<file path="src/rtl/pwm_ctrl_pkg.sv">
// ============================================================================
// Module  : pwm_ctrl_pkg
// Brief   : Shared types, duty-width constants and the saturating step helper
//           for the PWM duty controller and the PWM generator.
// Revision: 1.0 - initial release
// ============================================================================
`default_nettype none

package pwm_ctrl_pkg;

    localparam int PWM_DUTY_W   = 4;
    localparam int PWM_DUTY_MAX = 10;

    typedef enum logic [1:0] {
        IDLE         = 2'd0,
        DEBOUNCE     = 2'd1,
        APPLY        = 2'd2,
        WAIT_RELEASE = 2'd3
    } state_t;

    typedef enum logic {
        DIR_UP = 1'b0,
        DIR_DN = 1'b1
    } dir_t;

    // Arithmetic is done at int width so neither direction can wrap before clamping.
    function automatic int sat_step(input int cur, input int step, input dir_t dir,
                                    input int lo, input int hi);
        int nxt;
        nxt = (dir == DIR_UP) ? (cur + step) : (cur - step);
        if (nxt > hi) nxt = hi;
        if (nxt < lo) nxt = lo;
        return nxt;
    endfunction

endpackage

`default_nettype wire

</file>
<file path="src/rtl/pwm_btn_sync.sv">
// ============================================================================
// Module  : pwm_btn_sync
// Brief   : Two-flop synchronizer bringing a raw button level into clk.
// Revision: 1.0 - initial release
// ============================================================================
`default_nettype none

module pwm_btn_sync (
    input  logic clk,
    input  logic rst,
    input  logic async_i,
    output logic sync_o
);

    logic meta_q;
    logic sync_q;

    always_ff @(posedge clk or posedge rst) begin
        if (rst) begin
            meta_q <= 1'b0;
            sync_q <= 1'b0;
        end else begin
            meta_q <= async_i;
            sync_q <= meta_q;
        end
    end

    assign sync_o = sync_q;

endmodule

`default_nettype wire

</file>
<file path="src/rtl/pwm_duty_ctrl.sv">
// ============================================================================
// Module  : pwm_duty_ctrl
// Brief   : Debounced up/down duty controller; new duty is committed only on
//           a PWM period boundary. Optional auto-repeat: PWM_DUTY_AUTOREPEAT_EN.
// Revision: 1.0 - initial release
// ============================================================================
`default_nettype none

module pwm_duty_ctrl
    import pwm_ctrl_pkg::*;
#(
    parameter int DUTY_W          = PWM_DUTY_W,
    parameter int DUTY_MAX        = PWM_DUTY_MAX,
    parameter int DUTY_MIN        = 0,
    parameter int DUTY_STEP       = 1,
    parameter int DUTY_RESET      = 5,
    parameter int DEBOUNCE_CYCLES = 4,
    parameter int REPEAT_CYCLES   = 20
) (
    input  logic              clk,
    input  logic              rst,
    input  logic              increase_duty_i,
    input  logic              decrease_duty_i,
    input  logic              period_start_i,
    output logic [DUTY_W-1:0] duty_o,
    output logic              duty_load_o,
    output logic              duty_pending_o,
    output logic              at_max_o,
    output logic              at_min_o
);

    localparam int DB_W = $clog2(DEBOUNCE_CYCLES + 1);

    logic              up_s, dn_s;
    state_t            state_q;
    dir_t              dir_q;
    logic [DB_W-1:0]   db_cnt_q;
    logic [DUTY_W-1:0] target_q, target_d;
    logic [DUTY_W-1:0] duty_q, duty_d;
    logic              load_q, pending_q;
    logic [DUTY_W-1:0] w_step_val;
    logic              w_commit, w_cap, w_oth;

    pwm_btn_sync u_sync_up (.clk(clk), .rst(rst), .async_i(increase_duty_i), .sync_o(up_s));
    pwm_btn_sync u_sync_dn (.clk(clk), .rst(rst), .async_i(decrease_duty_i), .sync_o(dn_s));

`ifdef PWM_DUTY_AUTOREPEAT_EN
    localparam int RP_W = $clog2(REPEAT_CYCLES + 1);
    logic [RP_W-1:0] rpt_cnt_q;
    logic            rpt_blk_q;
`endif

    assign w_cap = (dir_q == DIR_UP) ? up_s : dn_s;
    assign w_oth = (dir_q == DIR_UP) ? dn_s : up_s;

    // Commit samples target_q, so an APPLY landing on the same edge stays pending.
    always_comb begin
        w_step_val = DUTY_W'(sat_step(int'(target_q), DUTY_STEP, dir_q, DUTY_MIN, DUTY_MAX));
        target_d   = (state_q == APPLY) ? w_step_val : target_q;
        w_commit   = period_start_i && pending_q;
        duty_d     = w_commit ? target_q : duty_q;
    end

    always_ff @(posedge clk or posedge rst) begin
        if (rst) begin
            state_q   <= IDLE;
            dir_q     <= DIR_UP;
            db_cnt_q  <= '0;
            target_q  <= DUTY_W'(DUTY_RESET);
            duty_q    <= DUTY_W'(DUTY_RESET);
            load_q    <= 1'b0;
            pending_q <= 1'b0;
`ifdef PWM_DUTY_AUTOREPEAT_EN
            rpt_cnt_q <= '0;
            rpt_blk_q <= 1'b0;
`endif
        end else begin
            target_q  <= target_d;
            duty_q    <= duty_d;
            load_q    <= w_commit;
            pending_q <= (target_d != duty_d);
            case (state_q)
                IDLE: begin
                    if (up_s ^ dn_s) begin
                        state_q  <= DEBOUNCE;
                        dir_q    <= up_s ? DIR_UP : DIR_DN;
                        db_cnt_q <= '0;
                    end
                end
                DEBOUNCE: begin
                    if (!w_cap || w_oth)
                        state_q <= IDLE;
                    else if (db_cnt_q == DB_W'(DEBOUNCE_CYCLES - 1))
                        state_q <= APPLY;
                    else
                        db_cnt_q <= db_cnt_q + 1'b1;
                end
                APPLY: begin
                    state_q <= WAIT_RELEASE;
`ifdef PWM_DUTY_AUTOREPEAT_EN
                    rpt_cnt_q <= '0;
                    rpt_blk_q <= 1'b0;
`endif
                end
                WAIT_RELEASE: begin
                    if (!up_s && !dn_s)
                        state_q <= IDLE;
`ifdef PWM_DUTY_AUTOREPEAT_EN
                    else if (w_oth)
                        rpt_blk_q <= 1'b1;
                    else if (!rpt_blk_q) begin
                        if (rpt_cnt_q == RP_W'(REPEAT_CYCLES - 1))
                            state_q <= APPLY;
                        else
                            rpt_cnt_q <= rpt_cnt_q + 1'b1;
                    end
`endif
                end
                default: state_q <= IDLE;
            endcase
        end
    end

    assign duty_o         = duty_q;
    assign duty_load_o    = load_q;
    assign duty_pending_o = pending_q;
    assign at_max_o       = (target_q == DUTY_W'(DUTY_MAX));
    assign at_min_o       = (target_q == DUTY_W'(DUTY_MIN));

endmodule

`default_nettype wire
</file>
<file path="config.mk">
export PLATFORM = sky130hd
export DESIGN_NAME = pwm_duty_ctrl
export DESIGN_NICKNAME = d
export VERILOG_FILES = /design/src/rtl/pwm_ctrl_pkg.sv /design/src/rtl/pwm_btn_sync.sv /design/src/rtl/pwm_duty_ctrl.sv
export SDC_FILE = /design/constraint.sdc
export NUM_CORES = 1
export LEC_CHECK = 0
export ABC_AREA = 1
export BUFFER_PORTS_ARGS = -buffer_cell sky130_fd_sc_hd__buf_2
export CAP_MARGIN = 20
export CORE_ASPECT_RATIO = 0.75
export CORE_UTILIZATION = 42
export DETAILED_ROUTE_END_ITERATION = 10
export PLACE_DENSITY = 0.59
export SYNTH_ARGS = -nofsm -noshare
export SYNTH_HDL_FRONTEND = slang
export SYNTH_SLANG_ARGS = --single-unit
</file>
<file path="constraint.sdc">
create_clock -name clk -period 1.95 [get_ports clk]
set_input_delay 0.2925 -clock clk [delete_from_list [all_inputs] [get_ports clk]]
set_output_delay 0.2925 -clock clk [all_outputs]
set_load 0.03 [all_outputs]
</file>
==> results.cfg <==
[run_status]
outcome = finished, final reports clean

[worst_setup_path]
slowest_stage = dfstp_2
worst-path-max-fanout = 4
worstPathArrival_ns = 2.05
worstPathRequired_ns = 2.15
max_stage_delay_ns = 0.57
worstSetupPathDepth = 13
rr_startpoint = target_q[0]
cp_top_family = simple AND/OR/NAND/NOR gates
crit_chain = buf_4 -> ha_4 -> nor2_1 -> o21ai_1 -> nand2_2 -> nand2_1 -> nand2_2 -> nand3_1 -> nand2_2 -> nand2_1 -> nand2_1 -> nor2_1 -> nand2_1
cp-end-kind = flop
cp-startpoint = target_q[0]
startpoint_type = flop
crit_type = reg2reg
r2r_cells = 13
path_common_cell = nand2_1
path_buf_inv = 1

[die]
fp.dieW_um = 61.2
start_util_pct = 46.3
die_y_um = 46.4
ios = 13
rows = 15
core_area_um2 = 2380
dieArea_um2 = 2840

[grt]
grt_pass1_wl_mm = 3.55
grt_max_degree = 21
grt_pass1_vias = 815
grt_usage_pct = 17.6
antenna_found_initial = 0
overflow = 0

[yosys]
synth_compound_area_share_pct = 7.48
synth_edf_count = 0
synth_seq_area_share_pct = 45.8
synthAdderAreaFrac_pct = 7.94
synth_top_family_by_area = simple AND/OR/NAND/NOR gates
synth_flop_cell = dfrtp_1
ys_ff_latch = 20
synth_area_leaders = dfrtp_1 36%, nand2_1 15%, dfstp_2 9.5%
synth_nets = 153
synth_cell_types = 19
synthDominantAreaCellType = dfrtp_1
avgSynthCellArea_um2 = 7.83
syn-instance-count = 141
synth_xor_area_share_pct = 0.794
synth_top_area_share_pct = 36.3
postSynth.asyncResetShare_pct = 100
syn_area_um2 = 1100
ys_warn_count = 0
yosys.area_share.simple_pct = 28.5
synth_mux_area_share_pct = 0

[sta]
maxSlewHeadroom_pct = 51.3
skew_ns = 0.0124
finalSetupViolCount = 0
hold_viol = 0
max_freq_mhz = 542
fin_crit_ns = 1.85
rsz0062_at_grt = true
drv_slew = 0
worst_pin_slew_ns = 0.729
min_period_over_period_pct = 94.7

[clocking]
root_buffer = clkbuf_4
clock_sinks = 20
cts-buffers-inserted = 3
clk-insertion-delay-late_ns = 0.30
htree_levels = 1
clockBufferDepth = 2
clk_pin_slew_worst_paths_ns = 0.11
tritoncts = yes

[layout]
drive_gt1_share_pct = 30.2
fin_util_pct = 55.0
antenna_cells = 0
fin_nets = 172
fillCellCount = 228
multi_input_area_um2 = 546
seq_area_um2 = 507
final_cells = 193
syn2layout_area_growth_pct = 18.7

[detailed_routing]
routed_wl_mm = 2.11
post_drt_wl_per_cell_um = 10.9
vias = 900
drtPass1Iterations = 4
drc = 0
drt_iter0_drc = 22
detail_route.vias_per_cell = 4.66
ant_nets = 0

[power]
total_power_w = 0.00228
p_comb_share_pct = 58.0
seqPwrFrac_pct = 31.7
clkPwrFrac_pct = 10.3
p_int_w = 0.00118
p_leak_nw = 0.703
power_switching_w = 0.00109
ir_worst_vdd_v = 0.000709
pwr_density_cell_nw_per_um2 = 1740
switching_share_pct = 48.0

[placement]
dp_cells = 188
post-dp-hpwl_mm = 1.60
port-buffer-count = 12
routabilityCongestion = 0.863

[run]
maxCapViolCount = 0

[min_path]
hold_class = in2async
worst register-to-register path, stage by stage, from the launching register on:
cell	delay, ns
dfstp_2	0.57
buf_4	0.14
ha_4	0.14
nor2_1	0.04
o21ai_1	0.19
nand2_2	0.09
nand2_1	0.07
nand2_2	0.07
nand3_1	0.12
nand2_2	0.08
nand2_1	0.06
nand2_1	0.04
nor2_1	0.08
nand2_1	0.05
cells in the final DEF, fill, tap and decap left out:
cell type	n
a21oi_2	1
buf_2	12
buf_4	3
clkbuf_4	3
clkbuf_8	1
dfrtp_1	15
dfrtp_2	1
dfstp_2	4
ha_1	4
ha_2	1
ha_4	2
inv_1	20
inv_2	4
inv_4	1
nand2_1	39
nand2_2	8
nand3_1	7
nand3_2	3
nand4_1	3
nor2_1	8
nor3_1	2
o21ai_0	9
o21ai_1	1
o21ai_2	1
o31ai_1	2
or2_2	3
xor2_1	1
power groups by stage:
stage               logic (W)  registers [W]  clock network [W]
global route          0.00151       0.000746           0.000262
finish                0.00132       0.000722           0.000234
detailed placement    0.00115       0.000716                  0
global placement      0.00113       0.000716                  0
floorplan            0.000811       0.000785                  0
CTS                   0.00116       0.000707           0.000243
routing by layer:
| metal | track usage (%) | share of wire [%] |
|---|---|---|
| met5 | 0 | 0 |
| met4 | 4.09 | 0.67 |
| met3 | 5.06 | 2.6 |
| met2 | 24.1 | 41 |
| met1 | 27.0 | 56 |
kinds of logic (layout without fill, tap and decap cells):
group / after synthesis / count (layout)
simple gates: 73 / 73
buf+inv: 26 / 44
flops: 20 / 20
compound gates: 14 / 14
fa+ha+maj: 7 / 7
xor+xnor: 1 / 1
registers in the layout (all words and copies together) (netlist names), named ones only:
signal and flops:
db_cnt_q 3, duty_load_o 1, u_sync_dn.sync_o 1, u_sync_dn.meta_q 1, state_q 1, duty_o 4, duty_pending_o 1, u_sync_up.sync_o 1
target_q 4, u_sync_up.meta_q 1, dir_q 1
per-stage QoR:
| step | hold WS (ns) | area [um^2] | worst slack (ns) | setup TNS (ns) |
|---|---|---|---|---|
| final | 0.0953 | 1310 | 0.104 | 0 |
| after global routing | 0.0809 | 1310 | -0.0206 | -0.0206 |
| after CTS | 0.0912 | 1250 | 0.0373 | 0 |
| after detailed placement | 0.337 | 1210 | 0.0545 | 0 |
| after global placement | 0.337 | 1210 | 0.114 | 0 |
| after floorplan | 0.253 | 1100 | 0.158 | 0 |
layout make-up:
cell class | instances | area share (%)
well taps | 34 | 3.25
clock buffers | 4 | 2.77
repair buffers | 15 | 6.30
multi-input cells | 95 | 41.6
inverters | 25 | 7.35
flip-flops and latches | 20 | 38.7
worst paths after layout:
check                                        end  slack [ns]
worst min register to register  u_sync_dn.sync_o        0.36
min in group clk                u_sync_dn.meta_q        0.10
worst min-delay path                       dir_q         0.1
worst max register to register    duty_pending_o        0.10
worst max-delay path              duty_pending_o        0.10
max in group asynchronous            target_q[1]        1.36
synthesized netlist by cell type, types with 2 or more instances:
master    n
dfrtp_1  16
dfstp_2   4
ha_1      7
inv_1    24
nand2_1  45
nand2_2   2
nand3_1   9
nand4_1   3
nor2_1    8
nor3_1    2
o21ai_0  10
o31ai_1   2
or2_2     3
timing repair:
action / 4_1_cts / 5_1_grt
resized for setup: 0 / 19
endpoints found under the hold margin: 0 / 0
setup endpoints to repair: 0 / 1
buffers inserted: 0 / 1
hold buffers: 0 / 0
Note: power is estimated with default switching activity, not from simulation.
